[src/rtl/pipeline_pkg.sv]
// rtl/pipeline_pkg.sv - shared fetch/decode pipeline types and constants
// Purpose: NOP encoding and the fetch packet type used by the fetch queue
//          and by the decode stage input register.
// Ports:   none (package)
package pipeline_pkg;

    // addi x0, x0, 0
    localparam logic [31:0] NOP_INSTR = 32'h0000_0013;

    typedef struct packed {
        logic [31:0] instr;
        logic [31:0] pc;
        logic [31:0] pc4;
    } fetch_pkt_t;

endpackage

[src/rtl/fetch_queue_ram.sv]
// rtl/fetch_queue_ram.sv - packet storage for the fetch queue
// Purpose: DEPTH x fetch_pkt_t array, one synchronous write port and one
//          asynchronous read port. Contents are never reset.
// Ports:   clk           rising-edge clock
//          i_we          write enable
//          i_waddr       write index
//          i_wdata       packet to write
//          i_raddr       read index
//          o_rdata       packet at i_raddr (combinational)
module fetch_queue_ram
    import pipeline_pkg::*;
#(
    parameter int DEPTH = 4,
    localparam int AW   = $clog2(DEPTH)
) (
    input  logic          clk,
    input  logic          i_we,
    input  logic [AW-1:0] i_waddr,
    input  fetch_pkt_t    i_wdata,
    input  logic [AW-1:0] i_raddr,
    output fetch_pkt_t    o_rdata
);

    fetch_pkt_t r_mem [DEPTH];

    always_ff @(posedge clk) begin
        if (i_we) begin
            r_mem[i_waddr] <= i_wdata;
        end
    end

    assign o_rdata = r_mem[i_raddr];

endmodule

[src/rtl/fetch_queue.sv]
// rtl/fetch_queue.sv - fetch-to-decode decoupling FIFO with single-cycle flush
// Purpose: buffers fetched packets so fetch can run ahead of a stalled
//          decode; presents the oldest packet with valid/ready. A taken
//          branch (flush) empties the queue at the next edge.
// Ports:   clk, reset                     clock, async active-low reset
//          in_valid/in_ready              fetch-side handshake
//          in_instr/in_pc/in_pc4          fetched packet
//          flush                          taken-branch redirect from execute
//          out_valid/out_ready            decode-side handshake
//          out_instr/out_pc/out_pc4       head packet (NOP/0/0 when empty)
//          count                          occupied entries, 0..DEPTH
module fetch_queue
    import pipeline_pkg::*;
#(
    parameter int DEPTH = 4,
    localparam int PTR_W = $clog2(DEPTH)
) (
    input  logic             clk,
    input  logic             reset,
    input  logic             in_valid,
    output logic             in_ready,
    input  logic [31:0]      in_instr,
    input  logic [31:0]      in_pc,
    input  logic [31:0]      in_pc4,
    input  logic             flush,
    output logic             out_valid,
    input  logic             out_ready,
    output logic [31:0]      out_instr,
    output logic [31:0]      out_pc,
    output logic [31:0]      out_pc4,
    output logic [PTR_W:0]   count
);

    localparam logic [PTR_W:0] FULL_CNT = (PTR_W+1)'(DEPTH);

    logic [PTR_W-1:0] r_rd_ptr;
    logic [PTR_W-1:0] r_wr_ptr;
    logic [PTR_W:0]   r_count;

    logic       w_push;
    logic       w_pop;
    fetch_pkt_t w_wdata;
    fetch_pkt_t w_rdata;

    // in_ready looks only at registered occupancy: no pass-through when full.
    assign in_ready  = (r_count != FULL_CNT);
    assign out_valid = (r_count != '0);
    assign count     = r_count;

    // Flush overrides both handshakes; neither side sees a transfer.
    assign w_push = in_valid & in_ready & ~flush;
    assign w_pop  = out_valid & out_ready & ~flush;

    assign w_wdata = '{instr: in_instr, pc: in_pc, pc4: in_pc4};

    fetch_queue_ram #(.DEPTH(DEPTH)) u_ram (
        .clk     (clk),
        .i_we    (w_push),
        .i_waddr (r_wr_ptr),
        .i_wdata (w_wdata),
        .i_raddr (r_rd_ptr),
        .o_rdata (w_rdata)
    );

    always_ff @(posedge clk or negedge reset) begin
        if (!reset) begin
            r_rd_ptr <= '0;
            r_wr_ptr <= '0;
            r_count  <= '0;
        end else if (flush) begin
            r_rd_ptr <= '0;
            r_wr_ptr <= '0;
            r_count  <= '0;
        end else begin
            if (w_push) begin
                r_wr_ptr <= r_wr_ptr + PTR_W'(1);
            end
            if (w_pop) begin
                r_rd_ptr <= r_rd_ptr + PTR_W'(1);
            end
            case ({w_push, w_pop})
                2'b10:   r_count <= r_count + (PTR_W+1)'(1);
                2'b01:   r_count <= r_count - (PTR_W+1)'(1);
                default: r_count <= r_count;
            endcase
        end
    end

    // Stale storage is masked so decode sees a clean bubble when empty.
    always_comb begin
        out_instr = NOP_INSTR;
        out_pc    = '0;
        out_pc4   = '0;
        if (out_valid) begin
            out_instr = w_rdata.instr;
            out_pc    = w_rdata.pc;
            out_pc4   = w_rdata.pc4;
        end
    end

endmodule

[config.mk]
export PLATFORM = sky130hd
export DESIGN_NAME = fetch_queue
export DESIGN_NICKNAME = d
export VERILOG_FILES = /design/src/rtl/pipeline_pkg.sv /design/src/rtl/fetch_queue_ram.sv /design/src/rtl/fetch_queue.sv
export SDC_FILE = /design/constraint.sdc
export NUM_CORES = 1
export LEC_CHECK = 0
export CAP_MARGIN = 40
export CELL_PAD_IN_SITES_DETAIL_PLACEMENT = 0
export CELL_PAD_IN_SITES_GLOBAL_PLACEMENT = 2
export CORE_ASPECT_RATIO = 0.6
export CORE_MARGIN = 5
export CORE_UTILIZATION = 35
export CTS_BUF_LIST = sky130_fd_sc_hd__clkbuf_2
export DETAILED_ROUTE_END_ITERATION = 8
export PLACE_DENSITY_LB_ADDON = 0.1
export SYNTH_ARGS = -nofsm -noshare
export SYNTH_HDL_FRONTEND = slang
export SYNTH_SLANG_ARGS = --single-unit
[constraint.sdc]
create_clock -name clk -period 3.79 [get_ports clk]
set_input_delay 0.9475 -clock clk [delete_from_list [all_inputs] [get_ports clk]]
set_output_delay 0.9475 -clock clk [all_outputs]
set_load 0.03 [all_outputs]
# Word level (Yosys, flattened, before mapping)
# Memories as Yosys holds them, arrays and structs flattened.
# Cells that the tools add are included.
# Widths: inputs -> output; s select.
[op_classes]
addsub = 4
multipliers = 0
div_mod_pow = 0
magnitude_cmp = 0
eq_ne = 3
n_shift = 0
n_mux = 11
bitwise = 5
reduce_logical = 4
[op_table]
columns = ["operator", "n"]
rows = [
  ["$mux 32", 3],
  ["$mux 2", 4],
  ["$pmux 3 s2", 1],
  ["$reduce_bool 3->1", 2],
  ["$add 2x1->2 const B", 2],
  ["$and 1x1->1", 4],
  ["$reduce_bool 2->1", 2],
  ["$add 3x1->3 const B", 1],
  ["$mux 3", 1],
  ["$ne 3x3->1 const B", 1],
  ["$sub 3x1->3 const B", 1],
  ["$eq 2x1->1 const B", 1],
  ["$eq 2x2->1 const B", 1],
  ["$mux 1", 2],
  ["$not 1->1", 1],
]
[word_totals]
regBits = 7
latchBits = 0
ramBits = 384
mem_bits_ro = 0
in_bits = 101
elab_cells = 31
memories = 1
[memory_table]
columns = ["name", "depth", "word_bits", "rd", "rd_clocked_by_memory_dff", "wr", "line_no", "source"]
rows = [
  ["u_ram.r_mem", 4, 96, 1, 0, 1, "fetch_queue_ram.sv:24", "fetch_pkt_t r_mem [DEPTH];"],
]

# Depth between registers and ports, before layout
# Gate-level depths: netlist of the first run.
[depth]
ltp_word = 6
depth_mapped = 7

# Modules after synthesis
# Synthesis of the first run repeated with hierarchy kept, for this count alone.
[hier_totals]
cells_unflattened = 670
area_unflattened_um2 = 15067.0
[by_module_without_submodules]
columns = ["mod", "instances", "cells_each", "area_each_um2", "seq_area_each_um2"]
rows = [
  ["fetch_queue_ram", 1, 506, 13889.6, 11531.1],
  ["fetch_queue", 1, 164, 1177.4, 175.2],
]

# Worst setup path before layout of the first run
# No wires, ideal clock.
[synth_timing]
path_kind = "in2reg"
startpoint = "in flush"
endpoint = "mem u_ram.r_mem[2][0] (netlist name) (enable)"
setup_ps = 466
arrival_time_ps = 3731
slack_ps = -407
cell_stages = 3
path_buffers = 1
path_cell_list = "clkbuf_1 nor3_1 and2_1"
[synth_between]
elab_chain_len = 4
[synth_rtl]
columns = ["item", "line_no", "source"]
rows = [
  ["start: declaration", "fetch_queue.sv:25", "input logic flush,"],
  ["$not 1->1", "fetch_queue.sv:51", "assign w_push = in_valid & in_ready & ~flush;"],
  ["$and 1x1->1", "fetch_queue.sv:51", ""],
  ["$mux 1", "fetch_queue_ram.sv:27", "if (i_we) begin"],
  ["$mux 1 (implied by the code)", "fetch_queue_ram.sv:28", "r_mem[i_waddr] <= i_wdata;"],
  ["end: declaration", "fetch_queue_ram.sv:24", ""],
]
# No other way between the ends.

# Worst setup path after layout of the first run
[layout_timing]
startpoint = "reg r_rd_ptr[0]"
endpoint = "out out_instr[27]"
[layout_between]
elab_chain_len = 2
[layout_rtl]
columns = ["item", "line_no", "source"]
rows = [
  ["start: declaration", "fetch_queue.sv:36", "logic [PTR_W-1:0] r_rd_ptr;"],
  ["start signal: assignment", "fetch_queue.sv:79", "r_rd_ptr <= r_rd_ptr + PTR_W'(1);"],
  ["$mem_v2 4x96", "-", ""],
  ["$mux 32", "fetch_queue.sv:94", "if (out_valid) begin"],
  ["end: declaration", "fetch_queue.sv:28", "output logic [31:0] out_instr,"],
]
# No other way between the ends.

==> impl_metrics.yaml, run 1 <==
floorplan:
  core_area_um2: 42160
  row_count: 58
  fp.dieW_um: 277.7
  pin_count: 202
  dieArea_um2: 47370
  fp.dieH_um: 170.6
  initial_core_util: 0.3568
yosys:
  yosys-top-cells-area: "edfxtp_1, mux4_2, and2_1"
  ys.warnings.count: 0
  synth.top_cell.area_share: 0.7665
  synth_cell_type_count: 36
  netlist_area_um2: 15040
  syn-instance-count: 672
  yosys.area.top_type: "edfxtp_1"
  synth_nets: 778
  async_flop_share: 0.01790
  synth_edf_count: 384
  ys_seq_area_frac: 0.7781
  yosys_most_used_dff: "edfxtp_1"
  synth_seq_cells: 391
  avgSynthCellArea_um2: 22.39
placed_design:
  hpwl_um: 21530
  io_buffers: 201
  dpl.cell_count: 1431
  gp_congestion: 0.6872
timing:
  setup_violations: 0
  max_slew_margin: 0.5984
  rsz0062_at_grt: "yes"
  slew_violations: 0
  worst_slew_pin_slew_ns: 0.5973
  fin_crit_ns: 3.666
  skew_ns: 0.03524
  fin_crit_sh: 0.9673
  hold_viol: 0
  fmax_mhz: 272.8
worst_setup_path:
  crit_slowest_cell: "dfrtp_4"
  worst-setup-path-type: "reg2out"
  critical_path_arrival_ns: 2.72
  critPathMaxStageDelay_ns: 0.53
  worstPathRequired_ns: 2.84
  r2r_slack_ns: 1.28
  path_cells: "buf_6 > buf_16 > buf_4 > mux4_2 > and2_1 > buf_2"
  start_kind: "flip-flop"
  cp_max_fo: 8
  cp-end-kind: "primary output"
job:
  maxCapViolCount: 0
layout:
  mostFrequentLayoutCell: "edfxtp_1"
  num-fill-cells: 3703
  syn2layout_area_growth_pct: 25.52
  drive_above_1_share: 0.3827
  final_cells: 1624
  nNetsFinal: 1094
  layout_common_cells: "edfxtp_1, clkbuf_2, clkdlybuf4s50_1, mux4_2, and2_1"
  multi_input_area_um2: 3143
  register_area_um2: 11720
drt:
  first_pass_iters: 5
  avgViaCountPerCell: 4.789
  met2WireLength_um: 18840
  wl_met1_um: 16290
  drc_errors: 0
  wl_met3_um: 1571
  wire_per_inst_um: 22.99
  vias: 7777
  routed_wl_um: 37330
  first_iter_violations: 478
  dr.max_layer_used: "met5"
  drtAntennaViolNets: 0
clock_tree:
  cts-root-to-sink-buffers: 3
  cts_buffers: 94
  clk_pin_slew_ns: 0.11
  cts_max_level: 3
  clock_sinks: 391
  hold_buffers: 0
  worstSkewPairLatency_ns: 0.91
  root_buffer: "clkbuf_2"
  cts_tree: "done"
global_route:
  antenna_found_initial: 4
  grt_max_degree: 50
  grt_usage: 0.1544
  global_route.overflow_total: 0
  grt_pass1_wl_um: 54310
  grt_pass1_vias: 8756
run_status:
  status: "complete, no violations"
min_path:
  hold_class: "in2async"
pwr:
  ir_worst_vdd_uv: 201.5
  power.total_w: 0.01018
  powerDensity_nw_per_um2: 539.0
  p_leak_nw: 6.390
-- registers in the layout, summed over array words and instances, names as in the netlist --
signal / cells
u_ram.r_mem: 384
r_rd_ptr: 2
r_wr_ptr: 2
count: 3
-- logic make-up after synthesis --
family                   share of synthesized area
XOR/XNOR                                  0.001747
multiplexers                                0.1444
AO/OA/AOI/OAI                             0.007652
AND/OR/NAND/NOR                            0.04874
buffers and inverters                      0.01472
flip-flops                                  0.7781
adder cells (fa/ha/maj)                   0.004658
-- power by group --
part	switching (W)	total, W	internal [W]
combinational	0.00154	0.00271	0.00118
clock	0.00161	0.00252	0.000910
sequential	0.0000548	0.00495	0.00490
-- worst paths after layout --
check,startpoint,endpoint,depth (start not counted)
hold reg to reg,r_wr_ptr[1]$_DFFE_PN0P_,r_wr_ptr[1]$_DFFE_PN0P_,2
setup reg to reg,count[0]$_DFFE_PN0P_,count[1]$_DFFE_PN0P_,7
min in group clk,r_wr_ptr[1]$_DFFE_PN0P_,r_wr_ptr[1]$_DFFE_PN0P_,2
hold / removal,reset,r_rd_ptr[1]$_DFFE_PN0P_,1
max in group asynchronous,reset,r_rd_ptr[0]$_DFFE_PN0P_,1
setup / recovery,r_rd_ptr[0]$_DFFE_PN0P_,out_instr[27],6
-- critical path: cells and delay by family (launching register included) --
kind	cells	cell delay (ns)
buf+inv	4	0.62
flops	1	0.53
mux	1	0.48
simple gates	1	0.18
-- cells in the mapped netlist, drive strengths merged, types with 2 or more instances --
cell type and n:
a21oi 3, a31oi 2, and2 97, buf 20, clkbuf 17, dfrtp 7, edfxtp 384, ha 4
inv 6, mux4 96, nand3 2, nand3b 2, nor2 5, nor3 3, o21ai 2, o311ai 2
or2 3, xor2 3
-- final cells by class --
type / count / area share
clock buffers: 127 / 0.03366
diodes: 1 / 0.0001325
clock inverters: 34 / 0.007421
multi-input cells: 238 / 0.1664
repair buffers: 257 / 0.1327
well taps: 570 / 0.03777
flip-flops and latches: 391 / 0.6205
inverters: 6 / 0.001458
-- metal layers --
layer,track usage,up-vias
met3,0.04133,58
met4,0.04447,4
met5,0,-
li1,-,3446
met2,0.2655,191
met1,0.1960,4078
-- per-stage QoR --
stage | setup TNS, ns | setup WS, ns | utilization | hold slack, ns | cell area, um^2
after detailed placement | 0 | 0.4393 | 0.4258 | 0.6135 | 17950
final | 0 | 0.1238 | 0.4479 | 0.3070 | 18880
after global placement | 0 | 0.4880 | 0.4258 | 0.5829 | 17950
after floorplan | 0 | 0.6429 | - | 0.5573 | 15050
after global routing | -1.273 | -0.1044 | 0.4479 | 0.1556 | 18880
after CTS | -0.9823 | -0.07789 | 0.4483 | 0.1348 | 18900
-- timing repair --
action,in CTS,in global routing
cloned,6,3
hold endpoints to repair,0,0
buffers inserted,20,5
setup endpoints to repair,97,53
resized for setup,442,49
No activity file was read; power rests on OpenSTA's default activity.
==> run 2: changes to the inputs <==
- CORE_ASPECT_RATIO: 0.6 -> 1.75
==> run 2 against run 1 <==
Compared with the run above:
- sequential cell count did not move
- clock-buffer cell count decreased by 8
- register-to-register slack worse by 0.10 ns
- sequential power is essentially flat
- wire length decreased by 5.8%
- largest cell class unchanged
==> impl_metrics.yaml, run 2 (synthesis gave the netlist of run 1 again) <==
drt:
  vias: 7703
  first_pass_iters: 4
  drtAntennaViolNets: 0
  first_iter_violations: 373
  wire_per_inst_um: 21.83
  drc_errors: 0
  avgViaCountPerCell: 4.784
  routed_wl_um: 35150
floorplan:
  core_area_um2: 42540
  fp.dieH_um: 284.3
  pin_count: 202
  initial_core_util: 0.3536
  fp.dieW_um: 166.7
  row_count: 100
  dieArea_um2: 47390
worst_setup_path:
  worst-setup-path-type: "reg2out"
  critPathMaxStageDelay_ns: 0.55
  crit_slowest_cell: "dfrtp_4"
  cp-end-kind: "primary output"
  critical_path_arrival_ns: 2.69
  cp.buffers_inverters: 4
  cp_max_fo: 7
  start_kind: "flip-flop"
  crit_top_cell: "buf_12"
  crit_path_start: "r_rd_ptr[0]$_DFFE_PN0P_"
  cpLargestDelayFamily: "buffers and inverters"
  rr_startpoint: "count[0]$_DFFE_PN0P_"
  r2r_slack_ns: 1.18
  path_cells: "buf_12 > buf_12 > buf_16 > mux4_2 > and2_4 > buf_6"
  worstPathRequired_ns: 2.84
placed_design:
  hpwl_um: 21150
  place_area_um2: 18020
  io_buffers: 201
  dpl.cell_count: 1424
  gp_congestion: 0.7039
clock_tree:
  cts_tree: "done"
  clk_pin_slew_ns: 0.12
  cts_max_level: 3
  cts_buffers: 88
  clock_sinks: 391
  cts-root-to-sink-buffers: 3
  worstSkewPairLatency_ns: 0.98
  root_buffer: "clkbuf_2"
global_route:
  grt_pass1_wl_um: 53020
  grt_usage: 0.1484
  antenna_found_initial: 6
  global_route.overflow_total: 0
  grt_pass1_vias: 8723
  grt_max_degree: 56
layout:
  multi_input_area_um2: 3231
  mostFrequentLayoutCell: "edfxtp_1"
  final_util: 0.4518
  register_area_um2: 11720
  layout_common_cells: "edfxtp_1, clkbuf_2, clkdlybuf4s50_1, mux4_2, buf_6"
  drive_above_1_share: 0.4083
  largest_register_ffs: 384
  syn2layout_area_growth_pct: 27.74
  final_cells: 1610
  regMostFlops: "u_ram.r_mem"
  fin_area_um2: 19220
  num-fill-cells: 3748
  nNetsFinal: 1077
pwr:
  power.total_w: 0.01054
  p_leak_nw: 6.472
  powerDensity_nw_per_um2: 548.6
  ir_worst_vdd_uv: 256.9
timing:
  fmax_mhz: 275.1
  fin_crit_ns: 3.635
  holdWs_ns: 0.2515
  max_slew_margin: 0.5412
  worst_slew_pin_slew_ns: 0.6824
  fin_crit_sh: 0.9591
  skew_ns: 0.06342
  setup_violations: 0
  hold_viol: 0
  slew_violations: 0
  rsz0062_at_grt: "yes"
job:
  maxCapViolCount: 0
run_status:
  status: "complete, no violations"
min_path:
  hold_class: "in2async"
==> run 2: metal layers <==
layer  GRT usage  routed length (um)  up-vias
met2      0.2697               19110      238
met3     0.04366                1917       66
met1      0.1645               13270     3975
met5           0                  13        -
li1            -                   -     3422
met4     0.05302                 837        2
==> run 2: timing repair <==
action                     4_1_cts  5_1_grt
resized for setup              604       44
setup endpoints to repair       97       42
pin swaps                        7        1
cloned                           5        3
hold buffers                     0        0
hold endpoints to repair         0        0
buffers inserted                10        0
==> run 2: worst reg2reg max path: stages, from the launching register on <==
cell	delay [ns]
dfrtp_1	0.44
buf_4	0.20
o31ai_1	0.61
nor3_1	0.14
fa_1	0.53
a21bo_2	0.22
a211oi_1	0.26
a311o_1	0.16
==> run 2: power breakdown <==
part	switching, W	total (W)	internal (W)
Sequential	0.0000447	0.00494	0.00490
Clock	0.00163	0.00265	0.00101
Combinational	0.00155	0.00296	0.00140
Total	0.00323	0.0105	0.00731
==> run 2: through the flow <==
stage / worst slack [ns] / setup TNS, ns
after floorplan: 0.6429 / 0
after global placement: 0.4804 / 0
after detailed placement: 0.4442 / 0
after CTS: -0.05142 / -0.2036
after global routing: -0.03298 / -0.5948
final: 0.1551 / 0
==> run 2: path summary, 6_finish.rpt <==
kind | to | cells past startpoint
max in group asynchronous | r_wr_ptr[0]$_DFFE_PN0P_ | 1
max reg2reg | count[1]$_DFFE_PN0P_ | 7
min | count[0]$_DFFE_PN0P_ | 1
max | out_instr[16] | 6
min in group clk | u_ram.r_mem[1][40]$_DFFE_PP_ | 1
min reg2reg | r_wr_ptr[1]$_DFFE_PN0P_ | 2
==> run 2: cell type report <==
cell class / count / share of cell area
Sequential cell: 391 / 0.6096
Multi-Input combinational cell: 238 / 0.1681
Timing Repair Buffer: 246 / 0.1402
Tap cell: 561 / 0.03652
Clock buffer: 119 / 0.03099
Clock inverter: 41 / 0.01230
Inverter: 6 / 0.001302
Antenna cell: 8 / 0.001042
==> run 3: changes to the inputs <==
- CAP_MARGIN: 40 -> 20
==> results of run 3 <==
Final layout, timing and power as in run 2 (identical DEF).
